File: src/rtl/uart_rx.sv
// UART receiver: 2-flop synchroniser, mid-bit sampling, optional odd/even parity,
// one-cycle rx_done strobe with parity and framing error flags.
module uart_rx #(
  parameter int CLOCKS_PER_BIT  = 434,
  parameter int DATA_BITS       = 8,
  parameter int CLOCK_CTR_WIDTH = 32
) (
  input  logic                 clk,
  input  logic                 rst,
  input  logic                 rx_serial,
  input  logic [1:0]           parity_type,
  output logic [DATA_BITS-1:0] rx_data,
  output logic                 rx_done,
  output logic                 parity_err,
  output logic                 framing_err,
  output logic                 rx_busy
);

  localparam int IDX_WIDTH = (DATA_BITS > 1) ? $clog2(DATA_BITS) : 1;
  localparam logic [CLOCK_CTR_WIDTH-1:0] HALF = CLOCK_CTR_WIDTH'((CLOCKS_PER_BIT - 1) / 2);
  localparam logic [CLOCK_CTR_WIDTH-1:0] LAST = CLOCK_CTR_WIDTH'(CLOCKS_PER_BIT - 1);
  localparam logic [IDX_WIDTH-1:0]       IDX_LAST = IDX_WIDTH'(DATA_BITS - 1);

  typedef enum logic [2:0] {
    IDLE      = 3'd0,
    START     = 3'd1,
    DATA      = 3'd2,
    PARITY    = 3'd3,
    STOP      = 3'd4,
    WAIT_HIGH = 3'd5
  } state_t;

  state_t                     state, state_n;
  logic [CLOCK_CTR_WIDTH-1:0] cnt, cnt_n;
  logic [IDX_WIDTH-1:0]       idx, idx_n;
  logic [DATA_BITS-1:0]       shift, shift_n;
  logic [1:0]                 par_reg, par_n;
  logic                       pbit, pbit_n;
  logic [DATA_BITS-1:0]       data_n;
  logic                       done_n, perr_n, ferr_n;
  logic                       rx_meta, rx_s;

  // Synchroniser flops reset to the idle line level so reset never looks like a start bit
  always_ff @(posedge clk or posedge rst) begin
    if (rst) begin
      rx_meta <= 1'b1;
      rx_s    <= 1'b1;
    end else begin
      rx_meta <= rx_serial;
      rx_s    <= rx_meta;
    end
  end

  always_ff @(posedge clk or posedge rst) begin
    if (rst) begin
      state       <= IDLE;
      cnt         <= '0;
      idx         <= '0;
      shift       <= '0;
      par_reg     <= 2'd0;
      pbit        <= 1'b0;
      rx_data     <= '0;
      rx_done     <= 1'b0;
      parity_err  <= 1'b0;
      framing_err <= 1'b0;
    end else begin
      state       <= state_n;
      cnt         <= cnt_n;
      idx         <= idx_n;
      shift       <= shift_n;
      par_reg     <= par_n;
      pbit        <= pbit_n;
      rx_data     <= data_n;
      rx_done     <= done_n;
      parity_err  <= perr_n;
      framing_err <= ferr_n;
    end
  end

  always_comb begin
    state_n = state;
    cnt_n   = cnt;
    idx_n   = idx;
    shift_n = shift;
    par_n   = par_reg;
    pbit_n  = pbit;
    data_n  = rx_data;
    done_n  = 1'b0;
    perr_n  = parity_err;
    ferr_n  = framing_err;

    case (state)
      IDLE: begin
        cnt_n = '0;
        idx_n = '0;
        if (!rx_s) begin
          par_n   = (parity_type == 2'd3) ? 2'd0 : parity_type;
          state_n = START;
        end
      end

      // A start bit that is high again at its midpoint is a glitch
      START: begin
        if (cnt == HALF) begin
          cnt_n   = '0;
          state_n = rx_s ? IDLE : DATA;
        end else begin
          cnt_n = cnt + CLOCK_CTR_WIDTH'(1);
        end
      end

      DATA: begin
        if (cnt == LAST) begin
          cnt_n        = '0;
          shift_n[idx] = rx_s;
          if (idx == IDX_LAST) begin
            idx_n   = '0;
            state_n = (par_reg != 2'd0) ? PARITY : STOP;
          end else begin
            idx_n = idx + IDX_WIDTH'(1);
          end
        end else begin
          cnt_n = cnt + CLOCK_CTR_WIDTH'(1);
        end
      end

      PARITY: begin
        if (cnt == LAST) begin
          cnt_n   = '0;
          pbit_n  = rx_s;
          state_n = STOP;
        end else begin
          cnt_n = cnt + CLOCK_CTR_WIDTH'(1);
        end
      end

      // par_reg 1 = odd (expected pbit ~^shift), 2 = even (expected pbit ^shift)
      STOP: begin
        if (cnt == LAST) begin
          cnt_n   = '0;
          data_n  = shift;
          done_n  = 1'b1;
          ferr_n  = ~rx_s;
          if (par_reg == 2'd0)
            perr_n = 1'b0;
          else if (par_reg == 2'd1)
            perr_n = (pbit != ~^shift);
          else
            perr_n = (pbit != ^shift);
          state_n = rx_s ? IDLE : WAIT_HIGH;
        end else begin
          cnt_n = cnt + CLOCK_CTR_WIDTH'(1);
        end
      end

      WAIT_HIGH: begin
        cnt_n = '0;
        if (rx_s) state_n = IDLE;
      end

      default: begin
        state_n = IDLE;
        cnt_n   = '0;
        idx_n   = '0;
      end
    endcase
  end

  assign rx_busy = (state != IDLE);

endmodule
File: config.mk
export PLATFORM = sky130hd
export DESIGN_NAME = uart_rx
export DESIGN_NICKNAME = d
export VERILOG_FILES = /design/src/rtl/uart_rx.sv
export SDC_FILE = /design/constraint.sdc
export NUM_CORES = 1
export LEC_CHECK = 0
export ABC_CLOCK_PERIOD_IN_PS = 4000
export CAP_MARGIN = 20
export CELL_PAD_IN_SITES_DETAIL_PLACEMENT = 1
export CELL_PAD_IN_SITES_GLOBAL_PLACEMENT = 2
export CORE_MARGIN = 2
export CORE_UTILIZATION = 42
export CTS_CLUSTER_SIZE = 8
export DETAILED_ROUTE_END_ITERATION = 7
export HOLD_SLACK_MARGIN = 0.02
export PLACE_DENSITY = 0.8
export REMOVE_ABC_BUFFERS = 1
export SLEW_MARGIN = 20
export SYNTH_ARGS = -nofsm -noshare
export SYNTH_HDL_FRONTEND = slang
export SYNTH_SLANG_ARGS = --single-unit
File: constraint.sdc
create_clock -name clk -period 4 [get_ports clk]
set_input_delay 0.8 -clock clk [delete_from_list [all_inputs] [get_ports clk]]
set_output_delay 0.8 -clock clk [all_outputs]
set_load 0.01 [all_outputs]
Word level (Yosys, flattened, before mapping) --
Cells that the tools add are included.
Word-level totals: flip-flop bits (word level) 62, input bits 5, output and inout bits 12, word-level logic and storage cells 77
Cells by class: add/sub/neg operators 2, order comparisons 2, equal/unequal tests 19, mux-type cells 25, bitwise logic cells 2, reductions and logical operators 15
Operator list (count):
- $mux W32 | 2
- $pmux W32 S2 | 1
- $mux W3 | 11
- $add A32 B1 Y32 const B | 1
- $eq A32 B8 Y1 const B | 1
- $eq A32 B9 Y1 const B | 1
- $pmux W3 S6 | 1
- $ne A2 B2 Y1 const B | 7
- $reduce_and A2 Y1 | 5
- $eq A3 B3 Y1 const B | 3
- $bwmux W8 | 1
- $reduce_xnor A8 Y1 | 1
- $reduce_xor A8 Y1 | 1
- $reduce_and A7 Y1 | 1
- $eq A3 B2 Y1 const B | 2
- $pmux W3 S2 | 1
- $mux W1 | 5
- $lt A3 B4 Y1 const B | 1
- $mux W2 | 2
- $reduce_or A4 Y1 | 1
- $add A3 B1 Y3 const B | 1
- $demux W1 S3 | 1
- $eq A3 B1 Y1 const B | 1
- $ge A3 B1 Y1 const B | 1
- 10 further kinds | 12

Depth between registers and ports, before layout --
word-level depth 5, depth in mapped cells 8, mapped depth without buffers 7

Least setup slack after synthesis --
OpenSTA, ideal clock, no wires.
path kind register to register, start register cnt[1], end register shift[0], library setup time 128 ps, arrival 2128 ps, required time 3872 ps, path slack 1744 ps, cell stages (with the launch flop) 8, path buffers 0, clock period less this slack 2256 ps, path through dfrtp_1 inv_1 ha_1 nor4bb_1 nand4_1 nor4_4 and4bb_2 mux2_1
On the way: longest elaborated chain between the ends 2
Ends and longest elaborated chain:
- start, declared | line 34 | logic [CLOCK_CTR_WIDTH-1:0] cnt, cnt_n;
- start signal, assigned | line 68 | cnt <= cnt_n;
- $eq A32 B9 Y1 | line 113 | if (cnt == LAST) begin
- $reduce_and A2 Y1 (no source line)
- end signal, assigned | line 70 | shift <= shift_n;
- end, declared | line 36 | logic [DATA_BITS-1:0] shift, shift_n;
Every way passes these cells. A chain may end at the register's enable or synchronous reset.

Final worst setup path --
start register state[2], end output rx_busy
On the way: longest elaborated chain between the ends 1
Ends and longest elaborated chain:
- start, declared | line 33 | state_t state, state_n;
- start signal, assigned | line 67 | state <= state_n;
- $reduce_bool A3 Y1 | line 169 | assign rx_busy = (state != IDLE);
- end, declared | line 16 | output logic rx_busy
Every way passes these cells.

==> results.toml <==
[final_layout]
largest_reg_flops = 32
largest-register = "cnt"
fillers = 865
instances_no_fill = 445
area_delta_synth_final_pct = 14.8
diodes = 0
drive_above_1_share_pct = 13.4
fin_util_pct = 48.8
nets = 348
final_cell_mix = "60 x dfrtp_1, 49 x nor2_1, 25 x xnor2_1"
reg_top3 = "cnt x32, rx_data x8, shift x8"
final_common_cell = "dfrtp_1"

[cts]
clk_latency_ns = 0.34
path_clk_slew_ns = 0.08
postCtsSetupRepairBufs = 0
postCtsResizedCells = 0
cts_root_buf = "clkbuf_8"
h-tree-depth = 3
clock-sinks = 62
cts_tree = "built"
clock_path_buffers = 2
cts_hold_buffers = 0
numCtsBuffers = 9

[flow_run]
drv_cap = 0

[route]
dr.pass1.iters = 6
drt-total-wl_mm = 7.33
drc_errors = 0
wl_per_cell_um = 16.5
detail-route-antenna-nets = 0
routed_via_density = 5.35
vias = 2379
drtIter0Drc = 129

[timing]
finalHoldViolCount = 0
rsz0062_at_grt = "false"
min_period_over_period_pct = 65.7
setup_tns_ns = 0
max-slew-margin-rel_pct = 49.4
worst_pin_slew_ns = 0.758
drv_slew = 0
fmaxAchievable_mhz = 380
setup_viol = 0
fin_hold_ws_ns = 0.357
layout_min_cycle_time_ns = 2.63
setup_slack_ns = 1.37
fin_skew_ns = 0.00846

[setup_path]
r2r-start = "cnt[22]"
reg2reg_to = "shift[0]"
rr_worst_depth = 5
worst_setup_path_start_kind = "flop"
arrival_ns = 1.83
worstPathMaxFanout = 16
worstSetupPathType = "reg2out"
cp-end-kind = "output pin"
rrSetupSlack_ns = 1.47
cp.required_ns = 3.20

[synth]
postSynth.asyncResetShare_pct = 100
synthSimpleGateAreaFrac_pct = 25.0
synth-xor-area-share_pct = 9.90
synth_fa_ha_area_share_pct = 1.93
synth_mux_area_share_pct = 7.54
yosysWarnings = 0
yosysSeqAreaShare_pct = 48.0
synth_top_family_by_area = "simple AND/OR/NAND/NOR gates"
synth_compound_area_share_pct = 4.72
synth_cell_types = 47
syn_area_mm2 = 0.00324
ys_seq_elements = 62
synth_cells = 320
ys.flop_type = "dfrtp_1"
postSynthAreaPerCell_um2 = 10.1
synth_edf_count = 0

[hold_path]
hold-path-endpoint = "rx_s"
hold_start = "rx_meta"
whs_path_depth = 0
hold_path_class = "reg2reg"

[placed_design]
dp_cells = 429
place.gp.congestion = 0.762
pre_cts_slack_ns = 1.46
port_buffers = 16
dp_hpwl_mm = 5.07

[global_route]
track_usage_pct = 19.5
overflow = 0
grt_pass1_vias = 2525
grt_max_degree = 37
antenna_found_initial = 0
grt_pass1_wl_mm = 12.9
grtUsageMet1_pct = 24.8
use_met2_pct = 32.5
use_met3_pct = 5.34
grt_busiest_layer = "met2"

[floorplan]
die_h_um = 91.8
core_area_mm2 = 0.00761
die_w_um = 91.8
rows = 32
initial_utilization_pct = 42.5
io_pins = 17
fp.dieArea_mm2 = 0.00842

[status]
outcome = "complete, no violations"

[pwr]
p_leak_uw = 0.00157
peakVddDrop_mv = 0.169
power_density_mw_per_mm2 = 342
==> metrics by stage <==
stage	power (uW)	cell area [um^2]
CTS	1290	3710
floorplan	656	3190
global route	1320	3710
global placement	667	3490
detailed placement	667	3490
finish	1270	3710
==> layer usage <==
| metal | vias to the layer above | routed length [um] |
|---|---|---|
| li1 | 1152 | - |
| met1 | 1194 | 3410 |
| met2 | 23 | 3620 |
| met3 | 10 | 188 |
| met4 | 0 | 110 |
| met5 | - | 0 |
==> area by class of cell <==
cell class	count	area, um^2	share of cell area, %
clock buffers	9	124	3.33
clock inverters	7	97.6	2.63
inverters	13	48.8	1.31
multi-input cells	234	1590	42.7
flip-flops and latches	62	1550	41.8
well taps	102	128	3.44
repair buffers	18	175	4.72
==> Yosys cell counts (4+ instances only) <==
cell / instances / area (um^2)
o21ai_0: 8 / 40.0
nor3_1: 14 / 70.1
nand4_1: 7 / 43.8
dfrtp_1: 60 / 1500
xor2_1: 9 / 78.8
nand3_1: 14 / 70.1
and4_1: 4 / 35.0
inv_1: 13 / 48.8
mux2_2: 18 / 203
clkbuf_1: 6 / 22.5
nor4_1: 8 / 50.1
ha_1: 5 / 62.6
or3_1: 5 / 31.3
xnor2_1: 25 / 219
nand2b_1: 4 / 25.0
a21oi_1: 4 / 20.0
nor2_1: 49 / 184
nand2_1: 17 / 63.8
==> cell families (layout without fill, tap and decap cells) <==
family | count (synthesis) | in the layout
AND/OR/NAND/NOR | 148 | 148
flip-flops | 62 | 62
XOR/XNOR | 35 | 35
AO/OA/AOI/OAI | 24 | 24
buffers and inverters | 24 | 47
multiplexers | 22 | 22
adder cells (fa/ha/maj) | 5 | 5
==> how the worst max path moves through the flow <==
stage	start	end	slack [ns]	cells past startpoint
finish	state[2]	rx_busy	1.37	3
global route	cnt[1]	shift[0]	1.16	7
CTS	state[2]	rx_busy	1.34	3
detailed placement	cnt[1]	shift[0]	1.46	7
global placement	cnt[1]	shift[0]	1.54	7
floorplan	cnt[1]	cnt[10]	1.61	7
==> worst max-delay path, stage by stage (launching register included) <==
cell             delay [ns]
dfrtp_1                0.55
nor2_1                 0.37
nand2_1                0.09
clkdlybuf4s50_1        0.48
==> power breakdown <==
group | internal [uW] | total [uW] | switching [uW]
combinational | 6.54 | 21.1 | 14.6
clock | 353 | 617 | 265
sequential | 629 | 632 | 2.93
total | 989 | 1270 | 282
Note: power is estimated with default switching activity, not from simulation.
==> patch (config.mk and constraints unchanged) <==
`shift` and `rx_data` no longer have a reset.
--- a/src/rtl/uart_rx.sv
+++ b/src/rtl/uart_rx.sv
@@ -56,10 +56,8 @@
       state       <= IDLE;
       cnt         <= '0;
       idx         <= '0;
-      shift       <= '0;
       par_reg     <= 2'd0;
       pbit        <= 1'b0;
-      rx_data     <= '0;
       rx_done     <= 1'b0;
       parity_err  <= 1'b0;
       framing_err <= 1'b0;
@@ -67,14 +65,17 @@
       state       <= state_n;
       cnt         <= cnt_n;
       idx         <= idx_n;
-      shift       <= shift_n;
       par_reg     <= par_n;
       pbit        <= pbit_n;
-      rx_data     <= data_n;
       rx_done     <= done_n;
       parity_err  <= perr_n;
       framing_err <= ferr_n;
     end
+  end
+
+  always_ff @(posedge clk) begin
+    shift   <= shift_n;
+    rx_data <= data_n;
   end
 
   always_comb begin
Behaviour: no difference found for any inputs over 10 cycles, from zero or initial values and one cycle with rst high; that may be too few to reach the edited logic, so the function may still have changed.
==> patch against the unedited design <==
Routed wire length down 8.1%. Critical path depth up 2. Final area down 3.5%. Worst hold slack about the same. Register-to-register slack worse by 0.25 ns. Synthesized area down 4.3%. Setup slack worse by 0.16 ns. Total power up 4.7%. Combinational power down 13%. Sequential cell count unchanged. Synthesized cell count down 8.4%.
==> patch: results (changes against the unedited design) <==
outcome: "complete, no violations"
synth_xor_area_frac: 0.103  # +0.00448
route.detailed.drc: 0  # unchanged
synth_edf_count: 16  # +16
antenna_cells: 0  # unchanged
post_synth_mux_area_share: 0.0247  # -0.0507
ys_warn_count: 0  # unchanged
synthTopCellsByArea: "dfrtp_1 (36%), edfxtp_1 (16%), nor2_1 (5.7%)"
async_flop_share: 0.742  # -0.258
ys_seq_area_frac: 0.528  # +0.0476
worstPathMaxFanout: 10  # -6
antenna_found_initial: 0  # unchanged
hold_ws_ns: 0.357  # +0.000103 ns
grt_max_degree: 47  # +27%
port_buffers: 16  # unchanged
post_drt_via_cell_ratio: 5.27  # -1.5%
p_sw_frac: 0.196  # -0.0257
yosys.area_share.adder: 0.0202  # +0.000875
ff2ff_setup_slack_ns: 1.22  # -0.25 ns
leakagePower_nw: 1.43  # -8.8%
grt_pass1_vias: 2315  # -8.3%
fin_skew_ns: 0.00411  # -0.00436 ns
grt_pass1_wl_um: 11600  # -9.7%
cts_buffers: 9  # unchanged
synth_compound_area_frac: 0.0558  # +0.00860
reg2reg_from: "cnt[12]"
first_iter_violations: 91  # -29%
dpl.hpwl_um: 4480  # -12%
ys_types: 46  # -2.1%
drive_above_1_share: 0.111  # -0.0234
final_nets: 321  # -7.8%
r2r-end: "shift[6]"
worst-endpoint-arrival_ns: 2.83  # +1.00 ns
whs_path_depth: 0  # unchanged
relSlewSlack: 0.406  # -0.0874
ir_drop_mv: 0.203  # +21%
drtPass1Iterations: 4  # -2
synthFlopType: "dfrtp_1"
globalplace.congestion: 0.746  # -2.0%
yosys-top-cells-count: "nor2_1 (47), dfrtp_1 (44), xor2_1 (20), edfxtp_1 (16), xnor2_1 (14)"
wirelength_um: 6730  # -8.1%
finalSetupViolations: 0  # unchanged
grtUsageTotal: 0.183  # -0.0118
postCtsSetupBuffers: 0  # unchanged
## patch: worst max path at each step
stage | from | endpoint | slack [ns] | cells after the start
after CTS | cnt[12] | shift[6] | 1.21 | 5
final | cnt[12] | shift[6] | 1.22 | 5
after detailed placement | cnt[12] | shift[6] | 1.22 | 5
after global routing | cnt[12] | shift[4] | 1.08 | 5
after floorplan | cnt[1] | parity_err | 1.43 | 7
after global placement | cnt[20] | shift[6] | 1.23 | 5
## patch: final cells by class
type	count	area (um^2)
clock buffers	10	128
inverters	7	27.5
clock inverters	6	110
well taps	99	124
fillers	794	3590
repair buffers	19	183
multi-input cells	212	1380
flip-flops and latches	62	1630
## patch: routing by layer
metal,up-vias,part of all wire,wire (um),global-route usage
met4,0,0.014,96,0.0667
li1,1082,-,-,-
met5,-,0,0,0
met2,21,0.47,3200,0.292
met3,8,0.025,167,0.0469
met1,1075,0.49,3270,0.243
## patch: critical path, cell delays in order (launching register included)
cell and delay [ns]:
dfrtp_1 0.43, nor4_1 0.38, nand4_1 0.43, or3_4 0.53, or4b_4 0.56, nor3_2 0.17
## patch: per-stage QoR
stage               std cells  worst slack, ns  area [um^2]  power, W   util
detailed placement        399             1.22         3350  0.000686  0.466
floorplan                 281             1.43         3040  0.000676      -
CTS                       415             1.21         3580   0.00136  0.499
global route              415             1.08         3580   0.00138  0.500
finish                    415             1.22         3580   0.00133  0.500
global placement          399             1.23         3350  0.000685  0.466
## patch: power groups by stage
stage | clock, W | sequential, W | combinational [W]
after CTS | 0.000683 | 0.000653 | 0.0000197
after floorplan | 0 | 0.000665 | 0.0000107
final | 0.000659 | 0.000654 | 0.0000184
after detailed placement | 0 | 0.000666 | 0.0000195
after global placement | 0 | 0.000666 | 0.0000192
after global routing | 0.000709 | 0.000653 | 0.0000219
